===== src/rtl/bin_to_bcd_seq.sv =====
// rtl/bin_to_bcd_seq.sv - sequential shift-and-add-3 binary to BCD converter, one bit per clock
module bin_to_bcd_seq #(
  parameter int WIDTH  = 8,
  parameter int DIGITS = 3
) (
  input  logic                  clk,
  input  logic                  rst,
  input  logic                  start,
  input  logic [WIDTH-1:0]      bin,
  output logic                  busy,
  output logic                  done,
  output logic [4*DIGITS-1:0]   bcd,
  output logic                  ovf
);

  localparam int BW = 4 * DIGITS;
  localparam int CW = $clog2(WIDTH + 1);

  typedef enum logic {IDLE, SHIFT} state_t;

  state_t            state;
  logic [WIDTH-1:0]  bin_sr;
  logic [BW-1:0]     scratch;
  logic [BW-1:0]     scratch_adj;
  logic [BW-1:0]     scratch_nxt;
  logic              sticky;
  logic              sticky_nxt;
  logic [CW-1:0]     cnt;

  // Add 3 to every scratch digit of 5 or more so the following shift carries correctly
  always_comb begin
    scratch_adj = scratch;
    for (int i = 0; i < DIGITS; i++) begin
      if (scratch[4*i +: 4] >= 4'd5) begin
        scratch_adj[4*i +: 4] = scratch[4*i +: 4] + 4'd3;
      end
    end
  end

  // Shift next binary bit into the units digit; the bit leaving the top digit marks overflow
  always_comb begin
    scratch_nxt = {scratch_adj[BW-2:0], bin_sr[WIDTH-1]};
    sticky_nxt  = sticky | scratch_adj[BW-1];
  end

  // Control FSM with registered handshake and result outputs
  always_ff @(posedge clk) begin
    if (rst) begin
      state   <= IDLE;
      bin_sr  <= '0;
      scratch <= '0;
      sticky  <= 1'b0;
      cnt     <= '0;
      busy    <= 1'b0;
      done    <= 1'b0;
      bcd     <= '0;
      ovf     <= 1'b0;
    end else begin
      done <= 1'b0;
      case (state)
        IDLE: begin
          if (start) begin
            bin_sr  <= bin;
            scratch <= '0;
            sticky  <= 1'b0;
            cnt     <= CW'(WIDTH);
            busy    <= 1'b1;
            state   <= SHIFT;
          end
        end
        SHIFT: begin
          bin_sr  <= bin_sr << 1;
          scratch <= scratch_nxt;
          sticky  <= sticky_nxt;
          cnt     <= cnt - CW'(1);
          if (cnt == CW'(1)) begin
            bcd   <= scratch_nxt;
            ovf   <= sticky_nxt;
            done  <= 1'b1;
            busy  <= 1'b0;
            state <= IDLE;
          end
        end
        default: state <= IDLE;
      endcase
    end
  end

endmodule


===== config.mk =====
export PLATFORM = sky130hd
export DESIGN_NAME = bin_to_bcd_seq
export DESIGN_NICKNAME = d
export VERILOG_FILES = /design/src/rtl/bin_to_bcd_seq.sv
export SDC_FILE = /design/constraint.sdc
export NUM_CORES = 1
export LEC_CHECK = 0
export ABC_AREA = 1
export BUFFER_PORTS_ARGS = -buffer_cell sky130_fd_sc_hd__buf_2
export CAP_MARGIN = 5
export CORE_MARGIN = 4
export CORE_UTILIZATION = 51
export CTS_BUF_LIST = sky130_fd_sc_hd__clkbuf_4 sky130_fd_sc_hd__clkbuf_8 sky130_fd_sc_hd__clkbuf_16
export DETAILED_ROUTE_END_ITERATION = 8
export GPL_TIMING_DRIVEN = 0
export PLACE_DENSITY_LB_ADDON = 0.15
export SYNTH_ARGS = -nofsm -noshare
export SYNTH_HDL_FRONTEND = slang
export SYNTH_SLANG_ARGS = --single-unit

===== constraint.sdc =====
create_clock -name clk -period 1.2 [get_ports clk]
set_input_delay 0.12 -clock clk [delete_from_list [all_inputs] [get_ports clk]]
set_output_delay 0.12 -clock clk [all_outputs]
set_load 0.05 [all_outputs]

=== Yosys cells after proc, flatten, opt, wreduce, memory -nomap -nowiden ===
Index checks and enable logic that the tools add are counted.
W data, S select, Z words.

* Add/subtract/negate cells: 4
* $lt $le $gt $ge: 3
* Eq/ne operators: 3
* Muxes and demuxes: 18
* Bitwise logic cells: 2
* Reduce and logical (&&, ||, !) cells: 3

{| class="wikitable"
|+ Operator list
! kind !! number
|-
| $pmux W12 S2 || 1
|-
| $mux W4 || 4
|-
| $pmux W8 S2 || 1
|-
| $add A4 B2 Y4 const B || 3
|-
| $ge A4 B3 Y1 const B || 3
|-
| $mux W12 || 1
|-
| $mux W8 || 1
|-
| $pmux W4 S2 || 1
|-
| $mux W1 || 6
|-
| $pmux W1 S2 || 3
|-
| $eq A4 B1 Y1 const B || 1
|-
| $reduce_and A2 Y1 || 2
|-
| $sub A4 B1 Y4 const B || 1
|-
| $ne A2 B1 Y1 const B || 1
|-
| $ne A2 B2 Y1 const B || 1
|-
| $reduce_or A2 Y1 || 1
|-
| $not A1 Y1 || 1
|-
| $or A1 B1 Y1 || 1
|}

* Register bits after elaboration: 41
* Input bits: 11
* Output and inout port bits: 15

=== Depth between registers and ports, before layout ===
Gate-level depths: netlist of the first run.

* Depth after elaboration: 4
* Gate-level depth with buffers: 9

=== Least setup slack after synthesis of the first run ===
Ideal clock, no wire load.

* Path type: reg2reg
* From: register scratch[0]
* To: register scratch[1]
* Library setup time: 132 ps
* Data arrival time: 1085 ps
* Required time: 1068 ps
* Setup slack: -17 ps
* Cell stages (with the launch flop): 9
* Buffers on the path: 0
* Cell sequence: dfxtp_1 > inv_1 > ha_1 > inv_1 > nand2_1 > nand3_1 > nand2_1 > nand3_1 > a21oi_1

* Longest elaborated chain between the ends: 3

{| class="wikitable"
|+ Ends and longest elaborated chain
! item !! RTL line !! source
|-
| start, declared || 23 || <nowiki>logic [BW-1:0] scratch;</nowiki>
|-
| start signal, assigned || 73 || <nowiki>scratch <= scratch_nxt;</nowiki>
|-
| $add A4 B2 Y4 / $ge A4 B3 Y1 (equally long branches) || 35, 34 ||
|-
| $mux W4 (*) || 34 || <nowiki>if (scratch[4*i +: 4] >= 4'd5) begin</nowiki>
|-
| $pmux W12 S2 (*) || 60 || <nowiki>case (state)</nowiki>
|}

Every way passes the cells marked *; elsewhere a longest branch is shown, timed or not.
A chain may end at the register's enable or synchronous reset.

=== Worst setup path after layout of the first run ===
* From: register scratch[0]
* To: register scratch[2]

The elaborated chain is that of the path after synthesis.

==> metrics.md, run 1 <==
| Metric | Value |
|---|---|
| DRC Markers | 0 |
| Crit path capture type | register |
| Period utilization | 1.01 |
| Final-stage net count | 333 |
| Most frequent cells in the layout | nand2_1 (72), dfxtp_1 (32), buf_2 (24), nand3_1 (20), inv_1 (17) |
| Crit-path max FO | 4 |
| CP required | 1430 ps |
| Layout Cells excl Fill | 362 |
| Final Cell Area | 0.00266 mm2 |
| Final Setup Violations | 2 |
| First-pass GRT wire length | 7.12 mm |
| Worst setup margin | -6.68 ps |
| Post-DP HPWL | 2.83 mm |
| Clock Path Buffers | 2 |
| Die width | 70.4 um |
| Number of CTS-inserted buffers | 5 |
| Leak Pwr | 0.00135 uW |
| Clk root buf | clkbuf_8 |
| Worst skew pair latency | 300 ps |
| Failing checks | setup timing |
| Cell variety after synth | 27 |
| Critical setup path kind | register to register |
| Syn nets | 288 |
| Placed cells | 340 |
| CTS tree | built |
| # Max-Cap Violations | 0 |
| Achievable Freq | 829 MHz |
| DR pass1 iterations | 4 |
| Die area | 0.00495 mm2 |
| CP top delay family | simple AND/OR/NAND/NOR gates |
| Layout cells sized above 1 | 0.414 |
| Slew headroom | 0.641 |
| Area post-placement | 0.00217 mm2 |
| Buf/Inv on CP | 2 |
| Cell taking the most area after synthesis | dfxtp_1 |
| Antenna violations before repair | 0 |
| RSZ-0062 raised after global routing | yes |
| Seq/Total Area, Yosys | 0.414 |
| Sequential Area | 835 um2 |
| Minimum clock period | 1210 ps |
| Pins over their slew limit | 0 |
| CORE AREA | 0.00372 mm2 |
| Area growth syn-to-layout | 33.9% |
| IO buf count | 23 |
| Setup TNS | -7.85 ps |
| Syn Area/Cell | 7.38 um2 |
| Worst setup SP type | register |
| Synth Cell Area | 0.00198 mm2 |
| Design Power | 2670 uW |
| Mapped Cells | 269 |
| Cell area power density | 1000 mW/mm2 |
| CTS sink count | 41 |
| Most used cell, CP | nand2_4 |
| GPL Wtd Cong | 0.831 |
| Area occupied by multi-input gates | 0.00121 mm2 |
| Worst min-delay path class | primary input to register |
| # H-tree levels | 2 |
| Run status | complete, but fails checks |
| Grt ovf | 0 |
| Top-area cell type share of the netlist area | 0.414 |
| Largest net degree at the start of global routing | 12 |
| Top post-synthesis cells by area | dfxtp_1 (41%), nand2_1 (18%), nand3_1 (7.1%) |
| Most common cell after layout, fill and taps aside | nand2_1 |
| Chip height | 70.4 um |
| Max IR drop VDD | 0.755 mV |
| Vias in the first global route | 1,635 |
| Vias | 1,845 |
| Initial DRC count | 113 |
| Initial Util | 0.534 |
| Flops & latches, synth | 41 |
| Clk slew on worst S/H paths | 80 ps |
| FP Rows | 22 |
| Routed len/inst | 12.8 um |
| Max incr delay on CP | 350 ps |
| Critical path arrival | 1440 ps |
| WL final | 4.62 mm |
| Total GRT Usage | 0.178 |
| CP max-delay cell | dfxtp_2 |
| Fillers | 312 |
| CTS Hold Bufs | 0 |
| Final hold violation count | 0 |
| # IOs | 26 |
| Worst Tran Pin Value | 539 ps |
| Clock skew | 2.95 ps |
| CP cell instances | inv_2 -> ha_4 -> inv_4 -> nand2_4 -> nand3_4 -> nand2_4 -> nand3_2 -> a21oi_2 |
| DR vias/cell | 5.10 |
| YS warnings | 0 |
| Post-route ant nets | 0 |
| Ant. Diodes | 0 |
## synthesized netlist by cell type (all sizes together)
master	number
a21oi	21
a22oi	1
and2	1
buf	11
dfxtp	41
ha	8
inv	30
mux2i	1
nand2	93
nand3	33
nand4	6
nor2	10
o211ai	2
o21a	1
o21ai	9
or2	1
## metrics by stage
step	setup slack [ps]	util	hold slack, ps
floorplan	17.9	-	284
global placement	-133	0.584	395
detailed placement	-129	0.584	396
CTS	4.23	0.640	77.6
global route	-100	0.715	80.0
finish	-6.68	0.715	81.7
## worst register-to-register path, delay by kind of cell (launching register included)
| family | cells | cell delay (ps) |
|---|---|---|
| compound gates | 1 | 140 |
| flops | 1 | 350 |
| buf+inv | 2 | 130 |
| fa+ha+maj | 1 | 140 |
| simple gates | 4 | 370 |
## sequential cells by signal (all words and copies together) (netlist names)
name / count
state: 1
sticky: 1
done: 1
scratch: 12
busy: 1
bcd: 12
ovf: 1
bin_sr: 8
cnt: 4
## layer usage
layer  track usage  vias to the layer above  wire length (um)
met1         0.214                      838              2060
met4        0.0723                        0               106
met3        0.0504                        9               265
li1              -                      951                 -
met5             0                        -                 0
met2         0.295                       47              2190
## worst paths after layout
| check | from | end | slack, ps | cells past startpoint |
|---|---|---|---|---|
| worst min-delay path | bin[0] | bin_sr[0] | 80 | 3 |
| worst min register to register | bcd[11] | bcd[11] | 450 | 2 |
| worst max register to register | scratch[0] | scratch[2] | -7 | 8 |
| worst max-delay path | scratch[0] | scratch[2] | -7 | 8 |
## logic make-up after synthesis
group           count (synthesis)  share of synthesized area
compound gates                 34                     0.0908
fa+ha+maj                       8                     0.0504
buf+inv                        41                      0.103
flops                          41                      0.414
mux                             1                    0.00504
simple gates                  144                      0.337
## area by class of cell
| type | instances | share of cell area |
|---|---|---|
| well taps | 48 | 0.0226 |
| clock buffers | 7 | 0.0339 |
| repair buffers | 38 | 0.0886 |
| inverters | 30 | 0.0480 |
| plain buffers | 11 | 0.0372 |
| flip-flops and latches | 41 | 0.314 |
| multi-input cells | 187 | 0.455 |
## where the power goes
part | switching, uW | internal (uW)
Clock | 469 | 479
Combinational | 181 | 120
Sequential | 22.5 | 1390
## what timing repair did
action	in CTS	in global routing
setup endpoints to repair	24	29
setup buffers	6	8
pin swaps	4	29
gates cloned	1	0
resized for setup	30	60
Power figures use the tool's default switching activity.
==> run 2: changes to the inputs <==
- PLACE_DENSITY: unset -> 0.79
- PLACE_DENSITY_LB_ADDON: 0.15 -> unset
==> run 2 against run 1 <==
  * The flow still finishes with violations (setup timing)
  * Design area is 1.2% higher
  * Via count is 8.4% higher
  * Clock-buffer cell count is 2 lower
  * Combinational power hardly changed
  * Register-to-register slack worse by 80 ps
==> metrics.md, run 2 (synthesis results as in run 1) <==
| Metric | Value |
|---|---|
| Period utilization | 1.07 (+0.0675) |
| Initial Util | 0.534 (unchanged) |
| Largest registers | bcd x12, scratch x12, bin_sr x8 |
| Crit path capture type | register |
| CTS sink count | 41 (unchanged) |
| CTS tree | built |
| DRC Markers | 0 (unchanged) |
| First-pass GRT wire length | 7.43 mm (+4.4%) |
| Vias | 2,000 (+8.4%) |
| Total GRT Usage | 0.188 (+0.0106) |
| Worst Tran Pin Value | 567 ps (+28.4 ps) |
| Number of CTS-inserted buffers | 5 (unchanged) |
| CTS Hold Bufs | 0 (unchanged) |
| Leak Pwr | 0.00135 uW (-0.12%) |
| Antenna violations before repair | 0 (unchanged) |
| Pins over their slew limit | 0 (unchanged) |
| Final Setup Violations | 8 (+6) |
| Failing checks | setup timing |
| RSZ-0062 raised after global routing | yes |
| WL final | 5.27 mm (+14%) |
| Layout Cells excl Fill | 360 (-0.55%) |
| Most common cell after layout, fill and taps aside | nand2_1 |
| FP Rows | 22 (unchanged) |
| Ant. Diodes | 0 (unchanged) |
| Die width | 70.4 um (unchanged) |
| Critical path arrival | 1540 ps (+100 ps) |
| Area growth syn-to-layout | 35.4% |
| Clock Path Buffers | 2 (unchanged) |
| Crit-path max FO | 4 (unchanged) |
| Most frequent cells in the layout | nand2_1 (68), dfxtp_1 (32), buf_2 (25), nand3_1 (20), nand2_2 (17) |
| CORE AREA | 0.00372 mm2 (unchanged) |
| Clock skew | 8.81 ps (+5.86 ps) |
| Chip height | 70.4 um (unchanged) |
| Routed len/inst | 14.6 um (+15%) |
| Initial DRC count | 171 (+51%) |
| Achievable Freq | 777 MHz (-6.3%) |
| CP required | 1450 ps (+20 ps) |
| Worst min-delay path class | primary input to register |
| Worst setup SP type | register |
| Worst skew pair latency | 310 ps (about the same) |
| # H-tree levels | 2 (unchanged) |
| Post-DP HPWL | 2.86 mm (+1.4%) |
| Hold slack | 83.9 ps (+2.26 ps) |
| Minimum clock period | 1290 ps (+81.0 ps) |
| Die area | 0.00495 mm2 (unchanged) |
| Clk root buf | clkbuf_8 |
| Max IR drop VDD | 0.525 mV (-30%) |
| # Max-Cap Violations | 0 (unchanged) |
| Grt ovf | 0 (unchanged) |
| Cell area power density | 1140 mW/mm2 (+13%) |
| # IOs | 26 (unchanged) |
| IO buf count | 23 (unchanged) |
| Layout cells sized above 1 | 0.426 (+0.0123) |
| Post-route ant nets | 0 (unchanged) |
| Design Power | 3060 uW (+15%) |
| DR vias/cell | 5.56 (+9.0%) |
| Placed cells | 340 (unchanged) |
| GPL Wtd Cong | 0.867 (+4.2%) |
| Slew headroom | 0.622 (-0.0189) |
| Critical setup path kind | register to register |
| Fillers | 258 (-17%) |
| Setup TNS | -355 ps (-347 ps) |
| Final hold violation count | 0 (unchanged) |
| Clk slew on worst S/H paths | 90 ps (about the same) |
| Final-stage net count | 330 (-0.90%) |
| Worst setup margin | -87.7 ps (-81.0 ps) |
| Run status | complete, but fails checks |
| Pre-CTS setup slack | -165 ps (-35.9 ps) |
| DR pass1 iterations | 6 (+2) |
| Vias in the first global route | 1,680 (+2.8%) |
| Largest net degree at the start of global routing | 14 (+2) |
[run 2: power by group]
part           leakage [uW]  total (uW)  switching (uW)  internal [uW]
clock network     0.0000681        1350             519            827
registers          0.000338        1410            23.0           1390
logic              0.000940         300             185            115
[run 2: worst paths after layout]
check / end / cells past startpoint / slack (ps) / start
worst max register to register: ovf / 9 / -90 / scratch[9]
worst min register to register: bcd[10] / 2 / 450 / bcd[10]
worst min-delay path: scratch[6] / 2 / 80 / rst
worst max-delay path: ovf / 9 / -90 / scratch[9]
[run 2: final cells by class]
class / instances / area [um2] / share of cell area
tap: 48 / 60.1 / 0.0223
timing repair buffer: 35 / 213 / 0.0791
clock buffer: 5 / 68.8 / 0.0256
buffer: 11 / 92.6 / 0.0345
multi-input combinational: 187 / 1210 / 0.451
sequential: 41 / 842 / 0.313
clock inverter: 3 / 65.1 / 0.0242
inverter: 30 / 135 / 0.0503
[run 2: metrics by stage]
stage / instance area [um2] / utilization
final: 2690 / 0.723
after global routing: 2690 / 0.723
after CTS: 2440 / 0.656
after detailed placement: 2170 / 0.584
after global placement: 2170 / 0.584
after floorplan: 1990 / -
[run 2: routing by layer]
metal	wire length, um	up-vias	part of all wire	GRT usage
met5	0	-	0	0
met4	207	0	0.039	0.0936
met3	410	23	0.078	0.0576
met2	2440	98	0.46	0.300
met1	2210	931	0.42	0.228
li1	-	948	-	-
[run 2: critical path, cell delays in order (launching register included)]
cell     delay (ps)
dfxtp_4         380
inv_4            50
ha_4            160
inv_4            60
nand2_4          60
nand2_2          80
nand2_2          50
o21ai_2         210
nand2_1         100
nand2_1          80
[run 2: timing repair]
item | in CTS | in global routing
gates resized for setup | 37 | 63
endpoints found under the setup margin | 25 | 28
gates cloned | 1 | 0
hold endpoints to repair | 0 | 0
buffers inserted | 5 | 6
pin swaps | 7 | 32
==> run 3: changes to the inputs <==
- CORE_UTILIZATION: 51 -> 60
- CTS_CLUSTER_SIZE: unset -> 12
- PLACE_DENSITY: 0.79 -> 0.86
- clock period: 1.2 -> 1.6 ns (I/O delays scaled with it)
==> run 3 against run 2 <==
  * Die area shrank 13%
  * Global-route usage grew 0.80 points
  * The run now ends clean
  * Clock skew grew 1.5 ps
  * Non-clock buffer count shrank 12
  * Routed wire length down 29%
  * Clock power down 63%
  * Sequential share of layout area grew 5.8 points
  * Power decreased by 43%
  * Utilization is 1.1 points lower
  * Final cell count decreased by 4.4%
==> metrics.md, run 3 (synthesis results as in run 1) <==
| Metric | Value |
|---|---|
| Hold path cells | 2 (unchanged) |
| Number of CTS-inserted buffers | 5 (unchanged) |
| Layout cells sized above 1 | 0.177 (-0.250) |
| CORE AREA | 0.00310 mm2 (-16%) |
| Total GRT Usage | 0.196 (+0.00801) |
| Pre-CTS setup slack | 222 ps (+387 ps) |
| WL final | 3.76 mm (-29%) |
| Initial DRC count | 65 (-62%) |
| Post-DP HPWL | 2.83 mm (-1.2%) |
| Length in cells of the worst reg-to-reg path | 8 (-1) |
| Worst Tran Pin Value | 501 ps (-66.3 ps) |
| Worst setup margin | 181 ps (+269 ps) |
| Setup TNS | 0 ps (+355 ps) |
| Setup Buffers After CTS | 0 (-5) |
| Final-stage net count | 318 (-3.6%) |
| # Max-Cap Violations | 0 (unchanged) |
| CTS sink count | 41 (unchanged) |
| Vias in the first global route | 1,600 (-4.8%) |
| Initial Util | 0.640 (+0.106) |
| Pins over their slew limit | 0 (unchanged) |
| Area growth syn-to-layout | 11.3% |
| Run status | finished, final reports clean |
| Clk slew on worst S/H paths | 120 ps (+30 ps) |
| Final Setup Violations | 0 (-8) |
| Cell area power density | 795 mW/mm2 (-30%) |
| RSZ-0062 raised after global routing | no |
| Worst setup SP type | register |
| Most frequent cells in the layout | nand2_1 (93), dfxtp_1 (41), nand3_1 (28), inv_1 (27), buf_2 (25) |
| DRC Markers | 0 (unchanged) |
| Die width | 65.5 um (-6.9%) |
| Antenna violations before repair | 0 (unchanged) |
| CTS Hold Bufs | 0 (unchanged) |
| Clock Path Buffers | 2 (unchanged) |
| First-pass GRT wire length | 6.58 mm (-11%) |
| Crit path capture type | register |
| Clock skew | 10.3 ps (+1.50 ps) |
| Largest registers | bcd x12, scratch x12, bin_sr x8 |
| Crit-path max FO | 5 (+1) |
| Minimum clock period | 1420 ps (+131 ps) |
| Period utilization | 0.887 (-0.186) |
| Final hold violation count | 0 (unchanged) |
| Fillers | 288 (+12%) |
| Worst min-delay path class | primary input to register |
| Ant. Diodes | 0 (unchanged) |
| # IOs | 26 (unchanged) |
| IO buf count | 23 (unchanged) |
| GPL Wtd Cong | 0.809 (-6.7%) |
| FP Rows | 20 (-9.1%) |
| Post-cts sizing count | 0 (-100%) |
| Clk root buf | clkbuf_4 |
| Die area | 0.00429 mm2 (-13%) |
| Chip height | 65.5 um (-6.9%) |
| Leak Pwr | 0.00109 uW (-19%) |
| Routed len/inst | 10.9 um (-25%) |
| Critical setup path kind | register to register |
| Post-route ant nets | 0 (unchanged) |
| Worst skew pair latency | 340 ps (+30 ps) |
| Most common cell after layout, fill and taps aside | nand2_1 |
| CP required | 1830 ps (+380 ps) |
| # H-tree levels | 2 (unchanged) |
| Utilization after layout | 0.712 (-0.0111) |
| Max IR drop VDD | 0.568 mV (+8.2%) |
| DR pass1 iterations | 4 (-2) |
| Achievable Freq | 705 MHz (-9.2%) |
| CTS tree | built |
| Grt ovf | 0 (unchanged) |
| Largest net degree at the start of global routing | 13 (-1) |
| Slew headroom | 0.666 (+0.0442) |
| DR vias/cell | 5.08 (-8.6%) |
| Vias | 1,747 (-13%) |
| Critical path arrival | 1640 ps (+100 ps) |
-- run 3: final timing paths --
path	startpoint	endpoint	slack (ps)
worst max-delay path	scratch[0]	scratch[1]	180
worst min-delay path	rst	scratch[5]	80
worst max register to register	scratch[0]	scratch[1]	180
worst min register to register	bcd[7]	bcd[7]	450
-- run 3: power by group --
group,internal [uW],total (uW),leakage [uW],switching (uW)
logic,70.7,191,0.000718,120
registers,1050,1060,0.000333,15.8
clock network,185,503,0.0000354,318
-- run 3: through the flow --
stage / instance area, um2 / std cells / hold WS, ps / power (uW)
6_report: 2210 / 344 / 84.4 / 1760
5_1_grt: 2210 / 344 / 79.1 / 1840
4_1_cts: 2210 / 344 / 79.6 / 1770
3_5_place_dp: 2150 / 336 / 433 / 1280
3_3_place_gp: 2150 / 336 / 424 / 1270
2_1_floorplan: 1980 / 269 / 324 / 1230
-- run 3: routing by layer --
metal / routed length, um / up-vias / global-route usage / share of wire
met5: 0 / - / 0 / 0
met4: 65 / 0 / 0.0855 / 0.017
met3: 186 / 10 / 0.0427 / 0.050
met2: 1750 / 47 / 0.335 / 0.47
met1: 1750 / 770 / 0.236 / 0.47
li1: - / 920 / - / -
-- run 3: worst max-delay path, stage by stage (launching register included) --
cell and delay [ps]:
dfxtp_1 410, inv_1 100, ha_1 200, inv_1 80, nand2_1 90, nand3_1 160, nand2_1 110, nand3_1 100
a21oi_1 60
-- run 3: area by class of cell --
| cell class | instances | area (um2) | area share |
|---|---|---|---|
| clock inverters | 2 | 10.0 | 0.00453 |
| repair buffers | 23 | 115 | 0.0521 |
| well taps | 44 | 55.1 | 0.0249 |
| inverters | 30 | 113 | 0.0510 |
| multi-input cells | 187 | 958 | 0.434 |
| clock buffers | 6 | 45.0 | 0.0204 |
| plain buffers | 11 | 92.6 | 0.0419 |
| flip-flops and latches | 41 | 821 | 0.371 |
